`src/rtl/ksa_pkg.sv`:
```
// rtl/ksa_pkg.sv - shared types, constants and baud helper for the decrypt message UART reader
package ksa_pkg;

  typedef enum logic [2:0] {
    IDLE,
    RD_ADDR,
    RD_WAIT,
    START_B,
    DATA_B,
    STOP_B,
    DONE
  } tx_state_t;

  localparam logic [7:0] CR = 8'h0D;
  localparam logic [7:0] LF = 8'h0A;

  // Rounded integer divider; no fractional accumulation is done anywhere.
  function automatic int baud_div(input int clk_hz, input int baud);
    return (clk_hz + baud / 2) / baud;
  endfunction

endpackage

```
`src/rtl/uart_tx_byte.sv`:
```
// rtl/uart_tx_byte.sv - 8N1 byte serialiser: baud counter, shift register and bit counter
module uart_tx_byte #(
  parameter int BAUD_DIV = 434
) (
  input  logic       clock,
  input  logic       reset_n,
  input  logic       load,
  input  logic [7:0] data,
  output logic       tx,
  output logic       frame_done,
  output logic       bit_end,
  output logic [3:0] bit_idx
);

  localparam int CNT_W = (BAUD_DIV > 1) ? $clog2(BAUD_DIV) : 1;
  localparam logic [CNT_W-1:0] BAUD_LAST = CNT_W'(BAUD_DIV - 1);

  logic             active_q, active_d;
  logic [CNT_W-1:0] baud_q, baud_d;
  logic [3:0]       bit_q, bit_d;
  logic [7:0]       shift_q, shift_d;
  logic             tx_q, tx_d;

  // bit_q: 0 = start bit, 1..8 = data bits LSB first, 9 = stop bit.
  assign bit_end    = active_q && (baud_q == BAUD_LAST);
  assign frame_done = bit_end && (bit_q == 4'd9);
  assign bit_idx    = bit_q;
  assign tx         = tx_q;

  always_comb begin
    active_d = active_q;
    baud_d   = baud_q;
    bit_d    = bit_q;
    shift_d  = shift_q;
    tx_d     = tx_q;
    if (load) begin
      active_d = 1'b1;
      baud_d   = '0;
      bit_d    = 4'd0;
      shift_d  = data;
      tx_d     = 1'b0;
    end else if (active_q) begin
      if (bit_end) begin
        baud_d = '0;
        if (bit_q == 4'd9) begin
          active_d = 1'b0;
          tx_d     = 1'b1;
        end else begin
          bit_d = bit_q + 4'd1;
          if (bit_q < 4'd8) begin
            tx_d    = shift_q[0];
            shift_d = {1'b0, shift_q[7:1]};
          end else begin
            tx_d = 1'b1;
          end
        end
      end else begin
        baud_d = baud_q + 1'b1;
      end
    end
  end

  always_ff @(posedge clock or negedge reset_n) begin
    if (!reset_n) begin
      active_q <= 1'b0;
      baud_q   <= '0;
      bit_q    <= 4'd0;
      shift_q  <= 8'd0;
      tx_q     <= 1'b1;
    end else begin
      active_q <= active_d;
      baud_q   <= baud_d;
      bit_q    <= bit_d;
      shift_q  <= shift_d;
      tx_q     <= tx_d;
    end
  end

endmodule

```
`src/rtl/decrypt_msg_uart_tx.sv`:
```
// rtl/decrypt_msg_uart_tx.sv - reads MSG_LEN decrypted bytes and sends them 8N1 on tx
// Optional MSG_TX_CRLF_EN appends CR, LF frames after the last message byte.
module decrypt_msg_uart_tx
  import ksa_pkg::*;
#(
  parameter int CLK_HZ   = 50_000_000,
  parameter int BAUD     = 115200,
  parameter int MSG_LEN  = 32,
  parameter int ADDR_W   = 5,
  parameter int READ_LAT = 2,
  parameter int BAUD_DIV = baud_div(CLK_HZ, BAUD)
) (
  input  logic              clock,
  input  logic              reset_n,
  input  logic              start,
  output logic [ADDR_W-1:0] mem_address,
  input  logic [7:0]        mem_q,
  output logic              tx,
  output logic              busy,
  output logic              done
);

  localparam int WAIT_W = (READ_LAT > 1) ? $clog2(READ_LAT) : 1;
  localparam logic [WAIT_W-1:0] WAIT_LAST = WAIT_W'(READ_LAT - 1);
  localparam logic [ADDR_W-1:0] LAST_IDX  = ADDR_W'(MSG_LEN - 1);

  tx_state_t         state_q, state_d;
  logic [ADDR_W-1:0] byte_idx_q, byte_idx_d;
  logic [WAIT_W-1:0] wait_q, wait_d;
  logic              busy_q, done_q;
  logic              load;
  logic [7:0]        load_data;
  logic              frame_done, bit_end;
  logic [3:0]        bit_idx;
`ifdef MSG_TX_CRLF_EN
  logic [1:0]        crlf_q, crlf_d;
`endif

  uart_tx_byte #(
    .BAUD_DIV(BAUD_DIV)
  ) u_ser (
    .clock      (clock),
    .reset_n    (reset_n),
    .load       (load),
    .data       (load_data),
    .tx         (tx),
    .frame_done (frame_done),
    .bit_end    (bit_end),
    .bit_idx    (bit_idx)
  );

  assign mem_address = byte_idx_q;
  assign busy        = busy_q;
  assign done        = done_q;

  always_comb begin
    state_d    = state_q;
    byte_idx_d = byte_idx_q;
    wait_d     = wait_q;
    load       = 1'b0;
    load_data  = mem_q;
`ifdef MSG_TX_CRLF_EN
    crlf_d     = crlf_q;
`endif
    unique case (state_q)
      IDLE, DONE: begin
        if (start) begin
          state_d    = RD_ADDR;
          byte_idx_d = '0;
`ifdef MSG_TX_CRLF_EN
          crlf_d     = 2'd0;
`endif
        end
      end
      RD_ADDR: begin
        state_d = RD_WAIT;
        wait_d  = '0;
      end
      RD_WAIT: begin
        if (wait_q == WAIT_LAST) begin
          load    = 1'b1;
          state_d = START_B;
        end else begin
          wait_d = wait_q + 1'b1;
        end
      end
      START_B: begin
        if (bit_end) state_d = DATA_B;
      end
      DATA_B: begin
        if (bit_end && bit_idx == 4'd8) state_d = STOP_B;
      end
      STOP_B: begin
        if (frame_done) begin
          if (byte_idx_q != LAST_IDX) begin
            byte_idx_d = byte_idx_q + 1'b1;
            state_d    = RD_ADDR;
          end else begin
`ifdef MSG_TX_CRLF_EN
            // Trailer bytes are constants, so they are loaded straight from the stop bit.
            if (crlf_q == 2'd0) begin
              load      = 1'b1;
              load_data = CR;
              crlf_d    = 2'd1;
              state_d   = START_B;
            end else if (crlf_q == 2'd1) begin
              load      = 1'b1;
              load_data = LF;
              crlf_d    = 2'd2;
              state_d   = START_B;
            end else begin
              state_d = DONE;
            end
`else
            state_d = DONE;
`endif
          end
        end
      end
      default: state_d = IDLE;
    endcase
  end

  always_ff @(posedge clock or negedge reset_n) begin
    if (!reset_n) begin
      state_q    <= IDLE;
      byte_idx_q <= '0;
      wait_q     <= '0;
      busy_q     <= 1'b0;
      done_q     <= 1'b0;
`ifdef MSG_TX_CRLF_EN
      crlf_q     <= 2'd0;
`endif
    end else begin
      state_q    <= state_d;
      byte_idx_q <= byte_idx_d;
      wait_q     <= wait_d;
      busy_q     <= !(state_d == IDLE || state_d == DONE);
      done_q     <= (state_d == DONE);
`ifdef MSG_TX_CRLF_EN
      crlf_q     <= crlf_d;
`endif
    end
  end

endmodule

```
`config.mk`:
```
export PLATFORM = sky130hd
export DESIGN_NAME = decrypt_msg_uart_tx
export DESIGN_NICKNAME = d
export VERILOG_FILES = /design/src/rtl/ksa_pkg.sv /design/src/rtl/uart_tx_byte.sv /design/src/rtl/decrypt_msg_uart_tx.sv
export SDC_FILE = /design/constraint.sdc
export NUM_CORES = 1
export LEC_CHECK = 0
export CORE_ASPECT_RATIO = 0.5
export CORE_MARGIN = 2
export CORE_UTILIZATION = 50
export CTS_CLUSTER_DIAMETER = 50
export DETAILED_ROUTE_END_ITERATION = 8
export GPL_TIMING_DRIVEN = 0
export PLACE_DENSITY = 0.69
export RECOVER_POWER = 100
export SLEW_MARGIN = 20
export SYNTH_ARGS = -nofsm -noshare
export SYNTH_HDL_FRONTEND = slang
export SYNTH_SLANG_ARGS = --single-unit
```
`constraint.sdc`:
```
create_clock -name clock -period 5.8 [get_ports clock]
set_clock_uncertainty 0.1 [all_clocks]
set_input_delay 1.16 -clock clock [delete_from_list [all_inputs] [get_ports clock]]
set_output_delay 1.16 -clock clock [all_outputs]
set_load 0.05 [all_outputs]
```
==> out/metrics.json <==
{
  "timing.critical_path.max_delay_family": {"value": "buffers and inverters"},
  "irDropWorstVdd": {"value": 231, "unit": "uV"},
  "num_antenna_cells": {"value": 0},
  "clk_root_buffer_cell": {"value": "sky130_fd_sc_hd__clkbuf_8"},
  "clk_latency": {"value": 0.28, "unit": "ns"},
  "finalSetupViolations": {"value": 0},
  "postSynthRegisterBits": {"value": 34},
  "synth_enable_flop_cells": {"value": 0},
  "hpwl_after_dpl": {"value": 2570, "unit": "um"},
  "path_clk_slew": {"value": 0.06, "unit": "ns"},
  "capturing_point_of_the_worst_reg2reg_path": {"value": "u_ser.shift_q[3]"},
  "port_buffers": {"value": 18},
  "timing.reg2reg.worst_path_depth": {"value": 5},
  "antenna_found_initial": {"value": 0},
  "postPlaceCellArea": {"value": 2110, "unit": "um^2"},
  "violations_in_the_final_reports": {"value": "max-capacitance violations, max-slew violations"},
  "routed_wirelength": {"value": 3500, "unit": "um"},
  "fp.dieH": {"value": 46.9, "unit": "um"},
  "longest_individual_stage_delay_on_the_worst_path": {"value": 0.86, "unit": "ns"},
  "die_w": {"value": 89.8, "unit": "um"},
  "gr-total-overflow": {"value": 0},
  "detailroute.wirelength.met2": {"value": 1520, "unit": "um"},
  "placeableCoreArea": {"value": 3470, "unit": "um^2"},
  "p_total": {"value": 0.710, "unit": "mW"},
  "run_status": {"value": "finished, violations left"},
  "hold_path.class": {"value": "reg -> reg"},
  "grt_max_degree": {"value": 19},
  "layout_worst_path_cycle_share": {"value": 50.5, "unit": "%"},
  "postCtsSetupBuffers": {"value": 0},
  "synthesis.instances": {"value": 196},
  "design.die.area": {"value": 4210, "unit": "um^2"},
  "power.static_leakage": {"value": 0.890, "unit": "nW"},
  "cp_required": {"value": 4.54, "unit": "ns"},
  "synth.net_count": {"value": 214},
  "synthArstFlopShare": {"value": 100, "unit": "%"},
  "cts_tree": {"value": "yes"},
  "timing_hold_violations_final": {"value": 0},
  "ys_dominant_reg_cell": {"value": "sky130_fd_sc_hd__dfrtp_1"},
  "seq_area_frac_synth": {"value": 46.3, "unit": "%"},
  "globalRouteTotalUtil": {"value": 19.0, "unit": "%"},
  "met1Wirelength": {"value": 1780, "unit": "um"},
  "cts_buffers": {"value": 5},
  "regToRegSetupSlack": {"value": 2.92, "unit": "ns"},
  "worst_pin_slew": {"value": 1.67, "unit": "ns"},
  "start_kind": {"value": "flop"},
  "top_layer_used": {"value": "met4"},
  "met3WireLength": {"value": 167, "unit": "um"},
  "cts_hold_buffers": {"value": 0},
  "routedWlPerCell": {"value": 12.8, "unit": "um"},
  "crit_path_max_fanout": {"value": 2},
  "timing.setup.tns": {"value": 0, "unit": "ns"},
  "area_growth": {"value": 16.8, "unit": "%"},
  "syn-mean-instance-area": {"value": 9.40, "unit": "um^2"},
  "final_period_minus_worst_setup_slack": {"value": 2.93, "unit": "ns"},
  "crit_start": {"value": "u_ser.tx"},
  "synth_top_cells_by_area": {"value": "sky130_fd_sc_hd__dfrtp_1 45%, sky130_fd_sc_hd__mux2i_1 4.9%, sky130_fd_sc_hd__o21ai_0 4.9%"},
  "drt_pass1_iterations": {"value": 4},
  "cp-end-kind": {"value": "output pin"},
  "first_global_vias": {"value": 1347},
  "synthesis.area": {"value": 1840, "unit": "um^2"},
  "place.gp.congestion": {"value": 0.799},
  "dr.first_iter.drc_count": {"value": 53},
  "finalInstanceArea": {"value": 2150, "unit": "um^2"},
  "residual_drc": {"value": 0},
  "start_util": {"value": 53.0, "unit": "%"},
  "vias_after_detailed_routing": {"value": 1479},
  "utilization": {"value": 62.0, "unit": "%"},
  "crit_path_to": {"value": "tx"},
  "final_antenna_net_count": {"value": 0},
  "vias_per_cell": {"value": 5.40},
  "synth_cell_type_count": {"value": 39},
  "post-synth-top-area-cell": {"value": "sky130_fd_sc_hd__dfrtp_1"},
  "timing.max_cap.violations": {"value": 1},
  "clock_path_buffers": {"value": 2},
  "synth.top_cell.area_share": {"value": 44.8, "unit": "%"},
  "worst-path-buf-inv": {"value": 1},
  "drive_gt1_share": {"value": 6.28, "unit": "%"},
  "crit_path_cell_trace": {"value": "dlygate4sd3_1"},
  "std_cell_rows": {"value": 15},
  "final_net_count": {"value": 240},
  "relSlewSlack": {"value": -12.4, "unit": "%"},
  "critical_path_class": {"value": "reg -> out"},
  "cts-htree-levels": {"value": 2},
  "mostFrequentLayoutCell": {"value": "sky130_fd_sc_hd__dfrtp_1"},
  "top_level_ports": {"value": 19},
  "timing.critical_path.slowest_stage_cell": {"value": "sky130_fd_sc_hd__dlygate4sd3_1"},
  "cts_num_sinks": {"value": 34},
  "regToRegStartpoint": {"value": "u_ser.baud_q[2]"},
  "synth_warnings": {"value": 0},
  "grt_pass1_wl": {"value": 6160, "unit": "um"},
  "maxSlewViolCount": {"value": 8},
  "grt_setup_unrepaired": {"value": "no"},
  "worstPathArrival": {"value": 1.67, "unit": "ns"},
  "power.density_cell_area": {"value": 330, "unit": "nW/um^2"},
  "fmax": {"value": 0.341, "unit": "GHz"},
  "post_cts_resized": {"value": 0},
  "critical_path_cell_count": {"value": 1},
  "layout.cells.most_common_list": {"value": "33 x sky130_fd_sc_hd__dfrtp_1, 24 x sky130_fd_sc_hd__nand2_1, 21 x sky130_fd_sc_hd__nor2_1"}
}
[cells in the mapped netlist (2+ instances only)]
cell type and instances:
sky130_fd_sc_hd__nand2_1 24, sky130_fd_sc_hd__a21oi_1 7, sky130_fd_sc_hd__nand3_1 7, sky130_fd_sc_hd__o211ai_1 2, sky130_fd_sc_hd__nand3b_1 2, sky130_fd_sc_hd__xnor2_1 4
sky130_fd_sc_hd__xor2_1 6, sky130_fd_sc_hd__and3_1 4, sky130_fd_sc_hd__nor3_1 2, sky130_fd_sc_hd__o31ai_1 2, sky130_fd_sc_hd__a311oi_1 3, sky130_fd_sc_hd__nand4b_1 2
sky130_fd_sc_hd__buf_2 2, sky130_fd_sc_hd__nand2b_1 2, sky130_fd_sc_hd__clkbuf_1 6, sky130_fd_sc_hd__dfrtp_1 33, sky130_fd_sc_hd__nor3_2 2, sky130_fd_sc_hd__mux2i_1 9
sky130_fd_sc_hd__nand4_1 6, sky130_fd_sc_hd__nor2_1 21, sky130_fd_sc_hd__o21ai_0 18, sky130_fd_sc_hd__a31o_2 2, sky130_fd_sc_hd__inv_1 8, sky130_fd_sc_hd__ha_1 7
[area by class of cell]
type,count,area [um^2]
clock buffer,8,90.1
buffer,10,46.3
sequential,34,852
fill,310,1320
multi-input combinational,144,892
timing repair buffer,19,178
tap,51,63.8
inverter,8,30.0
[power by group]
| group | internal, mW | total, mW | switching [mW] |
|---|---|---|---|
| combinational | 0.0770 | 0.192 | 0.115 |
| sequential | 0.294 | 0.341 | 0.0470 |
| clock | 0.0968 | 0.177 | 0.0800 |
[worst min-delay path by stage]
stage | start | to | slack, ns | cells after the start
final | u_ser.baud_q[7] | u_ser.baud_q[7] | 0.41 | 1
after global routing | u_ser.baud_q[7] | u_ser.baud_q[7] | 0.43 | 1
after CTS | u_ser.baud_q[7] | u_ser.baud_q[7] | 0.40 | 1
after detailed placement | u_ser.baud_q[7] | u_ser.baud_q[7] | 0.39 | 1
after global placement | u_ser.baud_q[8] | u_ser.baud_q[8] | 0.39 | 1
after floorplan | u_ser.baud_q[8] | u_ser.baud_q[8] | 0.36 | 1
[cell families after synthesis]
| group | count (synthesis) | share of synthesized area [%] |
|---|---|---|
| AO/OA/AOI/OAI | 38 | 12.5 |
| XOR/XNOR | 10 | 4.76 |
| adder cells (fa/ha/maj) | 7 | 4.76 |
| buffers and inverters | 18 | 4.21 |
| flip-flops | 34 | 46.3 |
| multiplexers | 9 | 4.89 |
| AND/OR/NAND/NOR | 80 | 22.6 |
[flip-flops by register name (all words and copies together), names as in the netlist]
signal          flops
u_ser.baud_q        9
u_ser.shift_q       8
done                1
state_q             3
u_ser.active_q      1
u_ser.bit_idx       4
busy                1
mem_address         5
wait_q              1
u_ser.tx            1
[routing by layer]
| layer | track usage (%) | vias up |
|---|---|---|
| met5 | 0 | - |
| met4 | 8.00 | 0 |
| met3 | 4.82 | 4 |
| met2 | 31.1 | 32 |
| met1 | 25.4 | 707 |
| li1 | - | 736 |
[stage by stage]
step / hold slack (ns) / setup WS, ns / cells
4_1_cts: 0.403 / 2.93 / 274
2_1_floorplan: 0.361 / 3.56 / 196
3_5_place_dp: 0.392 / 3.17 / 266
6_report: 0.406 / 2.87 / 274
5_1_grt: 0.433 / 2.63 / 274
3_3_place_gp: 0.385 / 2.73 / 265
No activity file was read; power rests on OpenSTA's default activity.
==> edit (config.mk and constraints unchanged) <==
The option `MSG_TX_CRLF_EN` is turned on by a define.
--- a/src/rtl/decrypt_msg_uart_tx.sv
+++ b/src/rtl/decrypt_msg_uart_tx.sv
@@ -1,5 +1,7 @@
 // rtl/decrypt_msg_uart_tx.sv - reads MSG_LEN decrypted bytes and sends them 8N1 on tx
 // Optional MSG_TX_CRLF_EN appends CR, LF frames after the last message byte.
+`define MSG_TX_CRLF_EN
+
 module decrypt_msg_uart_tx
   import ksa_pkg::*;
 #(
Check against the original RTL: same outputs for any inputs over 10 cycles, from zero or initial values and one cycle with reset_n low; that may be too few to reach the edited logic, so the function may still have changed.
==> edit against the original RTL <==
- setup slack got worse by 0.12 ns
- routed wire length is 14% higher
- design area up 3.4%
- first-iteration DRC count decreased by 7.5%
- clock power rose by 6%
- area after synthesis is 4.6% higher
- power up 19%
- sequential share of layout area up 0.94 points
- sequential cell count is 2 higher
- critical path type is now input port to register
- largest cell class unchanged
==> edit: results (changes against the original RTL) <==
stage,metric,value,unit,change
outcome,status,finished clean,,
synth,post-synthesis adder-cell area fraction,4.545,%,-0.21 points
final_layout,sequential portion of the cell area,40.53,%,+0.94 points
global_route,first-pass GRT wire length,6486,um,+5.3%
final_layout,bufs w/o clock,26,,-10%
critical_path,crit path DAT,3.17,ns,+1.50 ns
synth,Syn Nets,212,,-0.93%
routing,via/cell ratio,5.665,,+5.0%
synth,post-synthesis mux area share,4.351,%,-0.54 points
power_and_ir_drop,clock share of power,22.3,%,-2.6 points
final_layout,fraction of area in multi-input gates,42.27,%,+0.82 points
routing,WL/cell,14.63,um,+14%
final_layout,Clock buf/inv share,4.160,%,-0.026 points
power_and_ir_drop,Power Internal,527.3,uW,+13%
routing,DRT Pass-1 Iters,5,,+1
synth,Synth Area in Compound Gates,13.96,%,+1.5 points
power_and_ir_drop,seq pwr,360,uW,+6%
synth,Netlist cell types,46,,+18%
die,die span in x,91.79,um,+2.2%
place,Post-Place Cells,264,,-0.75%
global_route,largest net degree at the start of global routing,28,,+9
critical_path,crit-path max cell delay,0.61,ns,-0.25 ns
global_route,all-layer global routing usage,19.63,%,+0.60 points
power_and_ir_drop,Net Switching,314.6,uW,+30%
synth,post-synthesis cell count,194,,-1.0%
place,DP HPWL,2872,um,+12%
final_layout,fin nets,238,,-0.83%
power_and_ir_drop,Pleak,0.0009807,uW,+10%
power_and_ir_drop,pwr dens,378.2,nW/um^2,+15%
power_and_ir_drop,maximum vdd ir drop,0.0001486,V,-36%
synth,largest cells by area after synthesis,"dfrtp_1 45%, ha_1 4.5%, nand2_1 3.7%, xor2_1 3.6%, nor2_1 3.5%",,
-- edit: worst paths after layout --
path,start,end,slack [ns],depth (start not counted)
min in group asynchronous,reset_n,u_ser.baud_q[3],0.69,1
setup / recovery,start,mem_address[3],2.75,5
hold reg to reg,mem_address[4],mem_address[4],0.41,2
hold / removal,mem_address[4],mem_address[4],0.41,2
setup reg to reg,mem_address[0],u_ser.shift_q[6],2.89,8
max in group asynchronous,reset_n,mem_address[4],3.18,2
-- edit: worst register-to-register path: stages, from the launching register on --
cell      delay, ns
dfrtp_1        0.41
ha_1           0.19
and3_1         0.17
ha_1           0.20
and4b_1        0.26
nand2_1        0.11
o31ai_1        0.73
clkbuf_1       0.43
o21ai_0        0.16
-- edit: routing by layer --
layer  GRT usage (%)  vias up  share of wire (%)
met5               0        -                  0
met2           32.50       24                 44
met3           4.724        8                4.0
li1                -      750                  -
met1           26.57      759                 50
met4           6.269        0                1.4
